## src/rtl/bus_capture_fifo.sv

```systemverilog
// bus_capture_fifo: samples the shared 8-bit tri-state bus on a capture strobe and
// buffers the words in a small first-word-fall-through FIFO drained by valid/ready.
// Optional feature macro: BUS_CAPTURE_FLUSH_EN adds a synchronous flush input that
// empties the FIFO and clears the sticky overflow flag.
module bus_capture_fifo #(
  parameter int unsigned WIDTH = 8,
  parameter int unsigned DEPTH = 4
) (
  input  logic                       clk,
  input  logic                       rst_n,
  input  logic [WIDTH-1:0]           bus_in,
  input  logic                       cap,
  output logic [WIDTH-1:0]           out_data,
  output logic                       out_valid,
  input  logic                       out_ready,
`ifdef BUS_CAPTURE_FLUSH_EN
  input  logic                       flush,
`endif
  output logic                       full,
  output logic [$clog2(DEPTH+1)-1:0] count,
  output logic                       overflow
);

  localparam int unsigned AW = $clog2(DEPTH);
  localparam int unsigned CW = $clog2(DEPTH+1);

  logic [WIDTH-1:0] r_mem [DEPTH];
  logic [AW-1:0]    r_wr_ptr;
  logic [AW-1:0]    r_rd_ptr;
  logic [CW-1:0]    r_count;
  logic             r_overflow;

  logic             w_full;
  logic             w_valid;
  logic             w_pop;
  logic             w_push;
  logic             w_drop;
  logic             w_flush;

  // Status decoded from the stored count only; pointers are never compared.
  assign w_full  = (r_count == CW'(DEPTH));
  assign w_valid = (r_count != '0);

  // A full FIFO still accepts a capture when the head is popped in the same cycle.
  assign w_pop   = w_valid && out_ready;
  assign w_push  = cap && (!w_full || w_pop);
  assign w_drop  = cap && w_full && !w_pop;

`ifdef BUS_CAPTURE_FLUSH_EN
  assign w_flush = flush;
`else
  assign w_flush = 1'b0;
`endif

  // Storage write; contents need no reset because out_data is masked while empty.
  always_ff @(posedge clk) begin
    if (w_push && !w_flush) begin
      r_mem[r_wr_ptr] <= bus_in;
    end
  end

  // Pointer, count and sticky overflow bookkeeping; flush outranks cap and pop.
  always_ff @(posedge clk or negedge rst_n) begin
    if (!rst_n) begin
      r_wr_ptr   <= '0;
      r_rd_ptr   <= '0;
      r_count    <= '0;
      r_overflow <= 1'b0;
    end else if (w_flush) begin
      r_wr_ptr   <= '0;
      r_rd_ptr   <= '0;
      r_count    <= '0;
      r_overflow <= 1'b0;
    end else begin
      if (w_push) begin
        r_wr_ptr <= r_wr_ptr + AW'(1);
      end
      if (w_pop) begin
        r_rd_ptr <= r_rd_ptr + AW'(1);
      end
      case ({w_push, w_pop})
        2'b10:   r_count <= r_count + CW'(1);
        2'b01:   r_count <= r_count - CW'(1);
        default: r_count <= r_count;
      endcase
      if (w_drop) begin
        r_overflow <= 1'b1;
      end
    end
  end

  assign out_data  = w_valid ? r_mem[r_rd_ptr] : '0;
  assign out_valid = w_valid;
  assign full      = w_full;
  assign count     = r_count;
  assign overflow  = r_overflow;

endmodule

```

## config.mk

```make
export PLATFORM = sky130hd
export DESIGN_NAME = bus_capture_fifo
export DESIGN_NICKNAME = d
export VERILOG_FILES = /design/src/rtl/bus_capture_fifo.sv
export SDC_FILE = /design/constraint.sdc
export NUM_CORES = 1
export LEC_CHECK = 0
export CAP_MARGIN = 40
export CORE_AREA = 2 2 84 70
export CTS_CLUSTER_SIZE = 30
export DETAILED_ROUTE_END_ITERATION = 8
export DIE_AREA = 0 0 86 72
export PLACE_DENSITY = 0.54
export SLEW_MARGIN = 20
export SYNTH_ARGS = -nofsm -noshare
export SYNTH_HDL_FRONTEND = slang
export SYNTH_SLANG_ARGS = --single-unit
```

## constraint.sdc

```tcl
create_clock -name clk -period 2.5 [get_ports clk]
set_clock_uncertainty 0.05 [all_clocks]
set_input_delay 0.75 -clock clk [delete_from_list [all_inputs] [get_ports clk]]
set_output_delay 0.75 -clock clk [all_outputs]
set_load 0.1 [all_outputs]
```

# ---- Yosys cells after proc, flatten, opt, wreduce, memory -nomap -nowiden
# Memory sizes are Yosys's and may differ from the RTL's.
# Cells that the tools add are included.
dict set report classes {
  reduce_logical 9
  mul 0
  shifts 0
  n_eq_ne 3
  n_mux 4
  n_div 0
  order_cmp 0
  n_addsub 4
  bitwise 0
}
# cell n
set ops {}
lappend ops {{$mux 8} 1}
lappend ops {{$pmux 3 s2} 1}
lappend ops {{$add 2x1->2 const B} 2}
lappend ops {{$logic_and 1x1->1} 4}
lappend ops {{$add 3x1->3 const B} 1}
lappend ops {{$eq 3x3->1 const B} 1}
lappend ops {{$reduce_bool 3->1} 1}
lappend ops {{$sub 3x1->3 const B} 1}
lappend ops {{$eq 2x1->1 const B} 1}
lappend ops {{$eq 2x2->1 const B} 1}
lappend ops {{$logic_not 1->1} 2}
lappend ops {{$mux 1} 2}
lappend ops {{$reduce_bool 2->1} 1}
lappend ops {{$logic_or 1x1->1} 1}
dict set report totals {
  out_inout_bits 14
  n_memories 1
  register_bits 8
  latchBits 0
  wordCells 25
  rom_bits 0
  inputBits 12
  ram_bits 32
}
# memory words word_bits rd rd_ports_with_merged_regs wr line_no
set mem_list {}
lappend mem_list {r_mem 4 8 1 0 1 27} ;# logic [WIDTH-1:0] r_mem [DEPTH];

# ---- Logic depth before layout (Yosys ltp)
dict set report depth {
  word_depth 6
  depth_mapped 8
  depth_no_buf 7
}

# ---- Worst setup path after synthesis
# No wires, ideal clock.
dict set report synth_timing {
  path_kind {register -> output}
  from {reg r_count[1], in the netlist count[1]}
  to {out out_data[0]}
  path_buffers 1
  arrival_time_ns 2.357
  setup_slack_ns -0.657
  path_stages_with_launch 4
  required_time_ns 1.700
  path_cell_list {dfrtp_1 or3_4 buf_6 and2_1}
}
dict set report synth_between {
  elab_chain_cells 2
}
# element line_no
set synth_lines {}
lappend synth_lines {{start: declaration} 30} ;# logic [CW-1:0] r_count;
lappend synth_lines {{start signal: assignment} 82} ;# 2'b10: r_count <= r_count + CW'(1);
lappend synth_lines {{start signal: assignment} 83} ;# 2'b01: r_count <= r_count - CW'(1);
lappend synth_lines {{start signal: assignment} 84} ;# default: r_count <= r_count;
lappend synth_lines {{$reduce_bool 3->1} 42} ;# assign w_valid = (r_count != '0);
lappend synth_lines {{net out_valid} 14} ;# output logic out_valid,
lappend synth_lines {{$mux 8} 92} ;# assign out_data = w_valid ? r_mem[r_rd_ptr] : '0;
lappend synth_lines {{end: declaration} 13} ;# output logic [WIDTH-1:0] out_data,
# The timed path passes the listed nets, and every way through them passes these cells.

# ---- Final worst setup path
dict set report layout_timing {
  from {reg r_rd_ptr[0]}
  to {out out_data[1]}
}
dict set report layout_between {
  elab_chain_cells 2
}
# element line_no
set layout_lines {}
lappend layout_lines {{start: declaration} 29} ;# logic [AW-1:0] r_rd_ptr;
lappend layout_lines {{start signal: assignment} 79} ;# r_rd_ptr <= r_rd_ptr + AW'(1);
lappend layout_lines {{$mem_v2 4x8} --}
lappend layout_lines {{$mux 8} 92}
# No other way between the ends.

==> impl_metrics.json <==
{
  "cp_slowest_cell": "mux4_2",
  "final_cells": 203,
  "r2r_cells": 7,
  "hold_class": "reg -> reg",
  "maxCapViolations": 0,
  "synthTopCellsByArea": "edfxtp_1 (53%), dfrtp_1 (11%), mux4_2 (10%)",
  "endpoint_kind": "output port",
  "drtIter0Drc": 63,
  "vias_per_cell": 4.86,
  "die_area_um2": 6190,
  "start_util_pct": 33.8,
  "ios": 26,
  "antenna_found_initial": 0,
  "hold_viol_final": 0,
  "fin_util_pct": 44.2,
  "clock.fmax_mhz": 404,
  "clockBufferDepth": 2,
  "synth_nets": 122,
  "dr.pass1.iters": 4,
  "cp_max_fo": 4,
  "cpPeakStageDelay_ns": 0.48,
  "cp-start-kind": "flip-flop",
  "insertedDiodeCount": 0,
  "htreeDepth": 2,
  "hpwl_um": 2230,
  "hold_slack_ns": 0.411,
  "synth_common_cells": "edfxtp_1 (32), and2_1 (11), dfrtp_1 (8), mux4_2 (8)",
  "ant_nets": 0,
  "syn_area_per_cell_um2": 17.1,
  "crit_type": "reg -> out",
  "drt-total-wl_um": 3160,
  "grt_pass1_vias": 1043,
  "synth_ff_type": "edfxtp_1",
  "critPathArrivalTime_ns": 1.67,
  "hp-start": "overflow",
  "die_x_um": 86,
  "ys_seq_elements": 40,
  "core_area_um2": 5320,
  "num_rows": 24,
  "synth_top_area_share_pct": 53.5,
  "clkLatencyLatePin_ns": 0.28,
  "synth-seq-area-share_pct": 64.6,
  "r2r_setup_slack_ns": 0.28,
  "cts_setup_buffers": 0,
  "dieHeight_um": 72,
  "postSynth.asyncResetShare_pct": 20.0,
  "drcViolationCount": 0,
  "grt_max_degree": 14,
  "synth.most_common_cell": "edfxtp_1",
  "setup_tns_ns": 0,
  "post-place-cells": 195,
  "rsz0062_at_grt": "yes",
  "ctsRootBufferMaster": "clkbuf_8",
  "worstPathCellList": "buf_4 > mux4_2 > and2_2 > buf_12",
  "yosys.area.top_type": "edfxtp_1",
  "synth_area_um2": 1800,
  "post-route-min-period_ns": 2.47,
  "portBuffers": 25,
  "post-route-period-util_pct": 98.9,
  "gp_congestion": 0.710,
  "r2r-end": "count[2]",
  "grt_pass1_wl_um": 5110,
  "yosysWarnings": 0,
  "cts_tree": "built",
  "whs_endpoint": "overflow",
  "maxSlewViolCount": 0,
  "r2r_start": "count[2]",
  "fin_nets": 154,
  "status": "completed",
  "numCtsBuffers": 5,
  "wl_per_cell_um": 15.6,
  "relSlewSlack_pct": 68.0,
  "synth_cells": 105,
  "setup_viol": 0,
  "whs_path_depth": 1,
  "synth.distinct_cells": 32,
  "overflow": 0,
  "clk_pin_slew_worst_paths_ns": 0.07,
  "crit_required_ns": 1.70,
  "worst_slew_pin_slew_ns": 0.480,
  "track_usage_pct": 11.3,
  "cts_sinks": 40,
  "area_growth_pct": 30.8,
  "drive_gt1_share_pct": 39.1,
  "synth_edf_count": 32,
  "num_vias": 987
}
-- layout make-up --
class | count | area, um^2
Fill cell | 452 | 2960
Sequential cell | 40 | 1170
Multi-Input combinational cell | 55 | 588
Timing Repair Buffer | 31 | 389
Tap cell | 65 | 81.3
Clock buffer | 5 | 68.8
Clock inverter | 3 | 42.5
Inverter | 4 | 15.0
-- metrics by stage --
step | worst slack, ns | instance area (um^2)
finish | 0.0267 | 2350
global route | -0.0332 | 2350
CTS | 0.00152 | 2350
detailed placement | -0.199 | 2230
global placement | -0.0623 | 2230
floorplan | -0.0483 | 1810
-- layout by cell type, fill, tap and decap left out, drive strengths merged, types with 2 or more instances in the layout --
| cell type | instances |
|---|---|
| clkdlybuf4s50 | 11 |
| o21bai | 2 |
| edfxtp | 32 |
| ha | 4 |
| dfrtp | 8 |
| nor2 | 2 |
| and2 | 13 |
| inv | 4 |
| buf | 20 |
| clkbuf | 5 |
| mux4 | 8 |
| xnor2 | 4 |
| o21a | 2 |
| nand2 | 2 |
| a22oi | 2 |
| clkinv | 2 |
-- sequential cells by signal, summed over array words and instances (netlist names) --
register,flops
r_mem,32
count,3
overflow,1
r_rd_ptr,2
r_wr_ptr,2
-- worst max-delay path, delay by kind of cell (launching register included) --
family	cells	cell delay, ns
AND/OR/NAND/NOR	1	0.22
multiplexers	1	0.48
flip-flops	1	0.36
buffers and inverters	2	0.32
-- kinds of logic after synthesis --
kind of cell / after synthesis / share of synthesized area, %
muxes: 10 / 11.4
AOI/OAI and AO/OA: 11 / 4.46
adders and majority gates: 5 / 3.90
xor gates and xnor gates: 5 / 2.44
buffers and inverters: 10 / 3.55
and+or+nand+nor: 24 / 9.61
DFF: 40 / 64.6
-- how the worst max path moves through the flow --
stage	from	endpoint	slack, ns
2_1_floorplan	count[2]	out_data[0]	-0.05
3_3_place_gp	out_ready	count[1]	-0.06
3_5_place_dp	out_ready	count[2]	-0.20
4_1_cts	r_rd_ptr[0]	out_data[1]	0.002
5_1_grt	r_rd_ptr[0]	out_data[1]	-0.03
6_report	r_rd_ptr[0]	out_data[1]	0.03
-- timing repair --
| action | 4_1_cts | 5_1_grt |
|---|---|---|
| pin swaps | 0 | 0 |
| hold buffers | 0 | 0 |
| endpoints found under the setup margin | 7 | 5 |
| resized for setup | 8 | 0 |
-- layer usage --
layer | wire length [um] | up-vias | track usage, %
li1 | - | 453 | -
met1 | 1410 | 503 | 14.2
met2 | 1570 | 24 | 18.6
met3 | 137 | 7 | 3.07
met4 | 42 | 0 | 4.23
met5 | 0 | - | 0
Power is left out: the tool's default activity adds up to more than one toggle a clock period on the data nets, which glitch-free logic cannot reach.
